### src/rtl/branch_predecode_ras_pkg.sv
// Shared MIPS control-flow decode constants, the per-lane class struct,
// and the return-address-stack pointer type.
package branch_predecode_ras_pkg;

  localparam logic [5:0] OP_SPECIAL = 6'b000000;
  localparam logic [5:0] OP_REGIMM  = 6'b000001;
  localparam logic [5:0] OP_JAL     = 6'b000011;
  localparam logic [5:0] OP_COP1    = 6'b010001;
  localparam logic [5:0] FN_JR      = 6'b001000;
  localparam logic [5:0] FN_JALR    = 6'b001001;

  localparam int RAS_DEPTH_DFLT = 8;

  typedef logic [$clog2(RAS_DEPTH_DFLT)-1:0] ras_ptr_t;

  typedef struct packed {
    logic branch;
    logic jump_i;
    logic jump_r;
    logic call;
    logic ret;
  } cf_class_t;

endpackage

### src/rtl/branch_lane_classify.sv
// Combinational classifier for one fetch lane: control-flow class plus the
// static (PC-relative or region) target where one exists.
module branch_lane_classify
  import branch_predecode_ras_pkg::*;
#(
  parameter int ENABLE_FPU = 0
) (
  input  logic [31:0] instr_i,
  input  logic [31:0] pc_i,
  output cf_class_t   cls_o,
  output logic [31:0] target_o
);

  logic [5:0]  opcode_s;
  logic [4:0]  rs_s;
  logic [4:0]  rd_s;
  logic        jump_r_s;
  logic        jump_i_s;
  logic        branch_s;
  logic        fpu_br_s;
  logic [31:0] pc4_s;
  logic [31:0] bimm_s;

  assign opcode_s = instr_i[31:26];
  assign rs_s     = instr_i[25:21];
  assign rd_s     = instr_i[15:11];

  assign jump_r_s = (opcode_s == OP_SPECIAL) && (instr_i[5:1] == FN_JR[5:1]);
  assign jump_i_s = (opcode_s[5:1] == OP_JAL[5:1]);
  assign fpu_br_s = (ENABLE_FPU != 0) && (opcode_s == OP_COP1) &&
                    (rs_s == 5'b01000) && !instr_i[17];
  assign branch_s = (opcode_s[5:2] == 4'b0001) ||
                    ((opcode_s == OP_REGIMM) && (instr_i[19:17] == 3'b000)) ||
                    fpu_br_s;

  assign cls_o.branch = branch_s;
  assign cls_o.jump_i = jump_i_s;
  assign cls_o.jump_r = jump_r_s;
  // JALR link to $31, JAL, or the REGIMM and-link branches
  assign cls_o.call   = (jump_r_s && (instr_i[5:0] == FN_JALR) && (rd_s == 5'd31)) ||
                        (opcode_s == OP_JAL) ||
                        ((opcode_s == OP_REGIMM) && (instr_i[20:17] == 4'b1000));
  assign cls_o.ret    = jump_r_s && (rs_s == 5'd31);

  assign pc4_s  = pc_i + 32'd4;
  assign bimm_s = {{14{instr_i[15]}}, instr_i[15:0], 2'b00};

  // Static target; register jumps resolve elsewhere (RAS or not at all)
  always_comb begin
    target_o = 32'd0;
    if (branch_s) begin
      target_o = pc4_s + bimm_s;
    end else if (jump_i_s) begin
      target_o = {pc4_s[31:28], instr_i[25:0], 2'b00};
    end else begin
      target_o = 32'd0;
    end
  end

endmodule

### src/rtl/branch_predecode_ras.sv
// Fetch-group predecode stage: finds the first control-flow lane, predicts
// its target (returns via a circular RAS) and registers the group.
module branch_predecode_ras
  import branch_predecode_ras_pkg::*;
#(
  parameter  int FETCH_WIDTH = 2,
  parameter  int RAS_DEPTH   = RAS_DEPTH_DFLT,
  parameter  int ENABLE_FPU  = 0,
  localparam int LW = (FETCH_WIDTH > 1) ? $clog2(FETCH_WIDTH) : 1,
  localparam int PW = $clog2(RAS_DEPTH),
  localparam int CW = PW + 1
) (
  input  logic                     clk,
  input  logic                     rst_n,
  input  logic                     flush,
  input  logic                     in_valid,
  output logic                     in_ready,
  input  logic [31:0]              in_pc,
  input  logic [32*FETCH_WIDTH-1:0] in_instr,
  input  logic [FETCH_WIDTH-1:0]   in_lane_valid,
  output logic                     out_valid,
  input  logic                     out_ready,
  output logic [31:0]              out_pc,
  output logic [32*FETCH_WIDTH-1:0] out_instr,
  output logic [FETCH_WIDTH-1:0]   out_lane_valid,
  output logic                     out_cf_found,
  output logic [LW-1:0]            out_cf_lane,
  output logic                     out_is_branch,
  output logic                     out_is_jump_i,
  output logic                     out_is_jump_r,
  output logic                     out_is_call,
  output logic                     out_is_return,
  output logic [31:0]              out_target,
  output logic                     out_target_valid,
  output logic                     out_need_delay_slot,
  output logic [CW-1:0]            ras_count
);

  cf_class_t                cls_s [FETCH_WIDTH];
  logic [31:0]              tgt_s [FETCH_WIDTH];
  logic [FETCH_WIDTH-1:0]   hit_s;
  logic                     cf_found_s;
  logic [LW-1:0]            cf_lane_s;
  cf_class_t                cf_cls_s;
  logic [FETCH_WIDTH-1:0]   lane_mask_s;
  logic                     next_valid_s;
  logic                     need_ds_s;
  logic [31:0]              sel_pc8_s;
  logic [31:0]              target_s;
  logic                     target_valid_s;
  logic                     accept_s;
  logic                     push_s;
  logic                     pop_s;

  logic [31:0]              ras_q [RAS_DEPTH];
  logic [PW-1:0]            ptr_q, ptr_d;
  logic [CW-1:0]            count_q, count_d;
  logic                     ras_we_s;
  logic [PW-1:0]            ras_widx_s;
  logic [31:0]              ras_top_s;

  logic                     out_valid_q;
  logic [31:0]              out_pc_q;
  logic [32*FETCH_WIDTH-1:0] out_instr_q;
  logic [FETCH_WIDTH-1:0]   out_lane_valid_q;
  logic                     cf_found_q;
  logic [LW-1:0]            cf_lane_q;
  cf_class_t                cf_cls_q;
  logic [31:0]              target_q;
  logic                     target_valid_q;
  logic                     need_ds_q;

  for (genvar g = 0; g < FETCH_WIDTH; g++) begin : g_lane
    branch_lane_classify #(.ENABLE_FPU(ENABLE_FPU)) u_classify (
      .instr_i  (in_instr[32*g +: 32]),
      .pc_i     (in_pc + 32'(4 * g)),
      .cls_o    (cls_s[g]),
      .target_o (tgt_s[g])
    );
    assign hit_s[g] = in_lane_valid[g] &&
                      (cls_s[g].branch || cls_s[g].jump_i || cls_s[g].jump_r);
  end

  assign in_ready  = !flush && (!out_valid_q || out_ready);
  assign accept_s  = in_valid && in_ready;
  assign ras_top_s = ras_q[ptr_q - PW'(1)];

  // Priority encode the first cf lane, then derive lane mask and target
  always_comb begin
    cf_lane_s = '0;
    for (int i = FETCH_WIDTH - 1; i >= 0; i--) begin
      cf_lane_s = hit_s[i] ? LW'(i) : cf_lane_s;
    end
    cf_found_s   = |hit_s;
    cf_cls_s     = cf_found_s ? cls_s[cf_lane_s] : '0;
    next_valid_s = 1'b0;
    for (int i = 0; i < FETCH_WIDTH; i++) begin
      lane_mask_s[i] = in_lane_valid[i] &&
                       (!cf_found_s || (i <= int'(cf_lane_s) + 1));
      next_valid_s   = (i == int'(cf_lane_s) + 1) ? in_lane_valid[i] : next_valid_s;
    end
    need_ds_s = cf_found_s && !next_valid_s;
    sel_pc8_s = in_pc + (32'(cf_lane_s) << 2) + 32'd8;
    if (cf_cls_s.ret) begin
      target_s       = ras_top_s;
      target_valid_s = (count_q != '0);
    end else if (cf_cls_s.branch || cf_cls_s.jump_i) begin
      target_s       = tgt_s[cf_lane_s];
      target_valid_s = 1'b1;
    end else begin
      target_s       = 32'd0;
      target_valid_s = 1'b0;
    end
  end

  assign push_s = accept_s && cf_cls_s.call;
  assign pop_s  = accept_s && cf_cls_s.ret;

  // RAS next state: combined call+return rewrites the top in place
  always_comb begin
    ptr_d      = ptr_q;
    count_d    = count_q;
    ras_we_s   = 1'b0;
    ras_widx_s = ptr_q;
    if (push_s && pop_s) begin
      ras_we_s   = 1'b1;
      ras_widx_s = ptr_q - PW'(1);
      count_d    = (count_q == '0) ? CW'(1) : count_q;
    end else if (push_s) begin
      ras_we_s = 1'b1;
      ptr_d    = ptr_q + PW'(1);
      count_d  = (count_q == CW'(RAS_DEPTH)) ? count_q : count_q + CW'(1);
    end else if (pop_s && (count_q != '0)) begin
      ptr_d   = ptr_q - PW'(1);
      count_d = count_q - CW'(1);
    end else begin
      ptr_d = ptr_q;
    end
  end

  // RAS storage, pointer and occupancy
  always_ff @(posedge clk or negedge rst_n) begin
    if (!rst_n) begin
      for (int i = 0; i < RAS_DEPTH; i++) ras_q[i] <= 32'd0;
      ptr_q   <= '0;
      count_q <= '0;
    end else begin
      ptr_q   <= ptr_d;
      count_q <= count_d;
      if (ras_we_s) ras_q[ras_widx_s] <= sel_pc8_s;
    end
  end

  // Output pipeline register with valid/ready handshake; flush has priority
  always_ff @(posedge clk or negedge rst_n) begin
    if (!rst_n) begin
      out_valid_q      <= 1'b0;
      out_pc_q         <= 32'd0;
      out_instr_q      <= '0;
      out_lane_valid_q <= '0;
      cf_found_q       <= 1'b0;
      cf_lane_q        <= '0;
      cf_cls_q         <= '0;
      target_q         <= 32'd0;
      target_valid_q   <= 1'b0;
      need_ds_q        <= 1'b0;
    end else if (flush) begin
      out_valid_q <= 1'b0;
    end else if (accept_s) begin
      out_valid_q      <= 1'b1;
      out_pc_q         <= in_pc;
      out_instr_q      <= in_instr;
      out_lane_valid_q <= lane_mask_s;
      cf_found_q       <= cf_found_s;
      cf_lane_q        <= cf_lane_s;
      cf_cls_q         <= cf_cls_s;
      target_q         <= target_s;
      target_valid_q   <= target_valid_s;
      need_ds_q        <= need_ds_s;
    end else if (out_ready) begin
      out_valid_q <= 1'b0;
    end else begin
      out_valid_q <= out_valid_q;
    end
  end

  assign out_valid           = out_valid_q;
  assign out_pc              = out_pc_q;
  assign out_instr           = out_instr_q;
  assign out_lane_valid      = out_lane_valid_q;
  assign out_cf_found        = cf_found_q;
  assign out_cf_lane         = cf_lane_q;
  assign out_is_branch       = cf_cls_q.branch;
  assign out_is_jump_i       = cf_cls_q.jump_i;
  assign out_is_jump_r       = cf_cls_q.jump_r;
  assign out_is_call         = cf_cls_q.call;
  assign out_is_return       = cf_cls_q.ret;
  assign out_target          = target_q;
  assign out_target_valid    = target_valid_q;
  assign out_need_delay_slot = need_ds_q;
  assign ras_count           = count_q;

endmodule

### config.mk
export PLATFORM = sky130hd
export DESIGN_NAME = branch_predecode_ras
export DESIGN_NICKNAME = d
export VERILOG_FILES = /design/src/rtl/branch_predecode_ras_pkg.sv /design/src/rtl/branch_lane_classify.sv /design/src/rtl/branch_predecode_ras.sv
export SDC_FILE = /design/constraint.sdc
export NUM_CORES = 1
export LEC_CHECK = 0
export ABC_AREA = 0
export CAP_MARGIN = 20
export CORE_MARGIN = 5
export CORE_UTILIZATION = 34
export CTS_BUF_LIST = sky130_fd_sc_hd__clkbuf_16
export DETAILED_ROUTE_END_ITERATION = 16
export GPL_TIMING_DRIVEN = 0
export PLACE_DENSITY_LB_ADDON = 0.25
export SYNTH_ARGS = -nofsm -noshare
export SYNTH_HDL_FRONTEND = slang
export SYNTH_SLANG_ARGS = --single-unit
### constraint.sdc
create_clock -name clk -period 4 [get_ports clk]
set_clock_uncertainty 0.2 [all_clocks]
set_input_delay 0.4 -clock clk [delete_from_list [all_inputs] [get_ports clk]]
set_output_delay 0.4 -clock clk [all_outputs]
set_load 0.01 [all_outputs]
Word-level counts from Yosys, hierarchy flattened
Index checks and enable logic that the tools add are counted.

word-level totals
  register bits after elaboration = 403
  input port bits = 103
  output and inout bits = 145
  word-level logic and storage cells = 162

cells by class
  add/sub/neg operators = 11
  order comparisons = 6
  equal/unequal tests = 22
  multiplexer cells = 38
  bitwise logic cells = 5
  reductions and logical operators = 56

operators by type and width
  operator               number
  $mux 32                12
  $bwmux 256             1
  $bmux 32 s3            1
  $demux 32 s3           1
  $add 32x3->32 const B  2
  $add 32x32->32         2
  $add 32x3->32          1
  $add 32x4->32 const B  1
  $le 1x32->1 const A    1
  $le 2x32->1 const A    1
  $logic_not 32->1       1
  $logic_and 1x1->1      24
  $eq 5x5->1 const B     4
  $mux 4                 5
  $mux 5                 4
  $logic_or 1x1->1       14
  $eq 4x4->1 const B     3
  $eq 6x1->1 const B     2
  $eq 6x2->1 const B     2
  $eq 6x4->1 const B     2
  $logic_not 6->1        2
  $mux 1                 11
  $eq 5x1->1 const B     2
  $eq 5x3->1 const B     2
  25 further kinds       37

Depth between registers and ports, before layout
  depth in word-level cells = 22
  depth in mapped cells = 22

Cells and area by module
Synthesis repeated with hierarchy kept, for this count alone.

unflattened totals
  cells, all modules = 2306
  area total of the unflattened synthesis = 24144.4 um^2

by module, submodules not included
  module                                        instances  cells an instance  area each (um^2)
  branch_predecode_ras                          1          1539               19020.7
  branch_lane_classify at g_lane[0].u_classify  1          399                2618.8
  branch_lane_classify at g_lane[1].u_classify  1          368                2504.9

Worst setup path after synthesis
OpenSTA, ideal clock, no wires.

  path type = input to register
  start = input in_pc[2]
  end = register target_q[31], in the netlist out_target[31]
  arrival = 4.785 ns
  path slack = -1.072 ns
  stages = 20
  buffers on the path = 1
  cells stage by stage = buf_2 > nand3_1 > or2_2 > o32ai_1 > nand4_1 > nand3b_1 > nor3_1 > nand3_1 > mux2_2 > ha_1 > and3_1 > nand2_1 > or3_1 > a21oi_1 > o32ai_1 > o31ai_1 > mux2i_1 > a21oi_1 > or3_1 > a22oi_1

between the ends
  cells in the longest elaborated chain, start to end = 9

RTL lines
  what                                             RTL line                                                text
  start: declaration                               branch_predecode_ras.sv:18                              input logic [31:0] in_pc,
  $add 32x3->32 (*)                                branch_lane_classify.sv:45, branch_predecode_ras.sv:76
  $add 32x3->32                                    branch_lane_classify.sv:45                              assign pc4_s = pc_i + 32'd4;
  $add 32x32->32 or $mux 32 (tied branches)        branch_lane_classify.sv:52, branch_lane_classify.sv:53
  $mux 32                                          branch_lane_classify.sv:51                              if (branch_s) begin
  $mux 32 (implied by the code) (*) (3 in series)  branch_predecode_ras.sv:108                             target_s = tgt_s[cf_lane_s];
  $mux 32 (*)                                      branch_predecode_ras.sv:107                             end else if (cf_cls_s.branch || cf_cls_s.jump_i) begin
  $mux 32 (*)                                      branch_predecode_ras.sv:104                             if (cf_cls_s.ret) begin
  end signal: assignment                           branch_predecode_ras.sv:177                             target_q <= target_s;
  end: declaration                                 branch_predecode_ras.sv:69                              logic [31:0] target_q;

Mark *: on every way between the ends. The rest lies on a longest branch, timed or not. The select of a mux whose other input is x is not followed.
A chain may end at the register's enable or synchronous reset.

Worst setup path after layout
  start = input in_pc[9]
  end = register target_q[31], in the netlist out_target[31]

Same word-level chain as after synthesis.

==> flow_summary.yaml <==
global_route:
  grt_overflow_total: 0
  antenna_found_initial: 0
  grt_max_degree: 126
  grt_pass1_vias: 20000
  grt_use_total_pct: 23.3
  grt_pass1_wl_microns: 132000
run:
  max-cap-violations: 0
clock_network:
  clk_pin_slew_worst_paths_ns: 0.06
  cts.sinks: 403
  cts_max_path_buffers: 3
  clock-root-buffer: "clkbuf_16"
  cts_inserted_buffers: 44
  clk-insertion-delay-late_ns: 0.60
  htreeDepth: 2
  tritoncts: "done"
placed_design:
  dp_hpwl_microns: 66500
  gp_congestion: 0.905
  port_buffers: 231
  dp.cells: 3365
  dp_slack_ns: -2.35
floorplan:
  fp.dieH_microns: 270
  coreArea_sq_um: 67200
  io_pins: 248
  die_x_microns: 270
  rows: 95
  die_area_sq_um: 73000
  initial_core_util_pct: 34.3
pwr:
  switching_share_pct: 28.7
  pwr_density_cell_nw_per_um2: 347
  clkPwrFrac_pct: 38.3
  pwr-share-seq_pct: 41.9
  power_frac_comb_pct: 19.9
  ir_drop_uv: 307
  p_leak_nw: 13.1
  internal_power_w: 0.00744
  p_sw_w: 0.00300
timing:
  fin_crit_ns: 4.46
  worst_slack_ns: -0.462
  fin_hold_ws_ns: -0.0144
  final_max_slew_viol_count: 0
  tns_ns: -4.53
  hold_viol_final: 1
  finalSetupViolCount: 14
  slew_headroom_pct: 24.4
  max_freq_mhz: 224
  fin_crit_sh_pct: 112
  worst_pin_slew_ns: 1.13
  rsz0062_at_grt: "yes"
synthesis:
  ys.flop_type: "dfrtp_1"
  synth_xor_area_share_pct: 6.01
  synth.yosys.warnings: 0
  synthMuxAreaShare_pct: 15.5
  synthSimpleGateAreaFrac_pct: 12.8
  synthDistinctLibCells: 77
  ys_top_cells_by_area: "dfrtp_1 (44%), mux2_2 (7.5%), mux4_2 (6.3%)"
  synthArstFlopShare_pct: 100
  synth-seq-cells: 403
  syn_inst: 2255
  syn_area_per_cell_sq_um: 10.2
  synth_adder_area_share_pct: 3.85
  yosys.area.top_type: "dfrtp_1"
  syn_nets: 2427
  netlist.area_leader.share_pct: 43.8
  synth_area_sq_um: 23000
  synth_edf_count: 0
  synth_top_family_by_area: "multiplexers"
  synth_compound_area_share_pct: 14.5
  yosysSeqAreaShare_pct: 43.8
worst_setup_path:
  critPathCaptureType: "register"
  cp.arrival_ns: 4.77
  crit_start: "in_pc[9]"
  r2r-start: "ptr_q[0]"
  required_ns: 4.30
  critPathLaunchType: "input pin"
  critical_path_class: "input pin to register"
  critPathMaxFanout: 5
finish:
  layout.cells.non_filler: 3533
  mostFrequentLayoutCells: "dfrtp_1 (403), a21oi_1 (225), clkdlybuf4s50_1 (208)"
  area_delta_synth_final_pct: 30.9
  layout.nets: 2796
  drive_gt1_share_pct: 22.9
  mostFrequentLayoutCell: "dfrtp_1"
drt:
  vias_per_cell: 5.63
  routed_wl_microns: 88200
  initialDrtViolationCount: 1330
  drc: 0
  ant_nets: 0
  first_pass_iters: 5
  routedWlPerCell_microns: 25.0
  vias: 19900
min_path:
  hold_class: "input pin to register"
  hold_start: "in_instr[18]"
status:
  violations: "hold timing, setup timing"
  status: "complete, but fails checks"
-- worst paths after layout --
check	endpoint	slack (ns)	depth (start not counted)
worst max-delay path	out_target[31]	-0.46	17
worst min-delay path	out_instr[18]	-0.01	2
worst max register to register	out_target[26]	0.12	10
worst min register to register	ras_q[72]	0.28	2
max in group asynchronous	ras_q[245]	1.74	4
min in group asynchronous	out_instr[6]	0.20	2
-- cells in the mapped netlist (53+ instances only) --
cell	count
xnor2_1	93
clkbuf_1	94
mux4_2	64
inv_1	53
o21ai_0	142
nor2_1	193
nor3_1	54
dfrtp_1	403
a21oi_1	240
ha_1	66
xor2_1	63
mux2_2	154
nand2_1	174
-- registers in the layout, summed over array words and instances, names as in the netlist --
register,cells
out_is_return,1
out_need_delay_slot,1
out_target_valid,1
out_is_call,1
ptr_q,3
out_lane_valid,2
out_is_jump_i,1
out_target,32
ras_q,256
out_instr,64
out_pc,32
ras_count,4
out_is_branch,1
out_cf_found,1
out_valid,1
out_is_jump_r,1
out_cf_lane,1
-- worst max-delay path: stages --
cell,delay [ns]
clkdlybuf4s15_2,0.28
nand4_4,0.20
nor4_4,0.39
buf_4,0.18
buf_4,0.09
buf_4,0.14
xor2_1,0.29
ha_1,0.36
a21oi_1,0.24
o21ai_0,0.20
a22o_1,0.27
o32a_1,0.42
o21ai_1,0.28
o21ai_0,0.20
or4_1,0.41
and3_1,0.20
a22oi_2,0.20
-- kinds of logic (layout without fill, tap and decap cells) --
family	count (synthesis)	count (layout)
adders and majority gates	69	69
other	0	1
buffers and inverters	200	604
AOI/OAI and AO/OA	558	558
and+or+nand+nor	611	611
xor gates and xnor gates	157	157
muxes	257	257
DFF	403	403
-- what timing repair did --
action | in CTS | in global routing
pin swaps | 55 | 42
endpoints found under the setup margin | 283 | 276
hold endpoints to repair | 93 | 0
buffers inserted | 53 | 31
hold buffers | 2 | 0
gates cloned | 0 | 1
resized for setup | 236 | 124
-- power by group through the flow --
stage	clock (W)	sequential (W)	combinational (W)
6_report	0.00399	0.00437	0.00208
5_1_grt	0.00423	0.00439	0.00222
4_1_cts	0.00406	0.00437	0.00203
3_5_place_dp	0	0.00445	0.00189
3_3_place_gp	0	0.00445	0.00186
2_1_floorplan	0	0.00451	0.000881
-- routing by layer --
| metal | vias up | track usage [%] | routed length [microns] |
|---|---|---|---|
| li1 | 8948 | - | - |
| met1 | 10100 | 30.4 | 36400 |
| met2 | 674 | 40.5 | 44000 |
| met3 | 135 | 3.59 | 4970 |
| met4 | 0 | 6.68 | 2720 |
| met5 | - | 0 | 0 |
-- cell type report --
cell class,count,area (sq um)
fill,6314,37100
sequential,403,10100
timing repair buffer,324,3180
inverter,53,203
buffer,146,887
multi-input combinational,1652,13300
clock buffer,44,1100
clock inverter,37,287
antenna,1,2.50
tap,873,1090
-- per-stage QoR --
stage / cell area [sq um] / power [W] / util [%]
after global routing: 30100 / 0.0108 / 44.8
final: 30100 / 0.0104 / 44.8
after floorplan: 23200 / 0.00539 / -
after CTS: 29400 / 0.0105 / 43.8
after global placement: 26600 / 0.00631 / 39.6
after detailed placement: 26700 / 0.00634 / 39.8
Note: power is estimated with default switching activity, not from simulation.
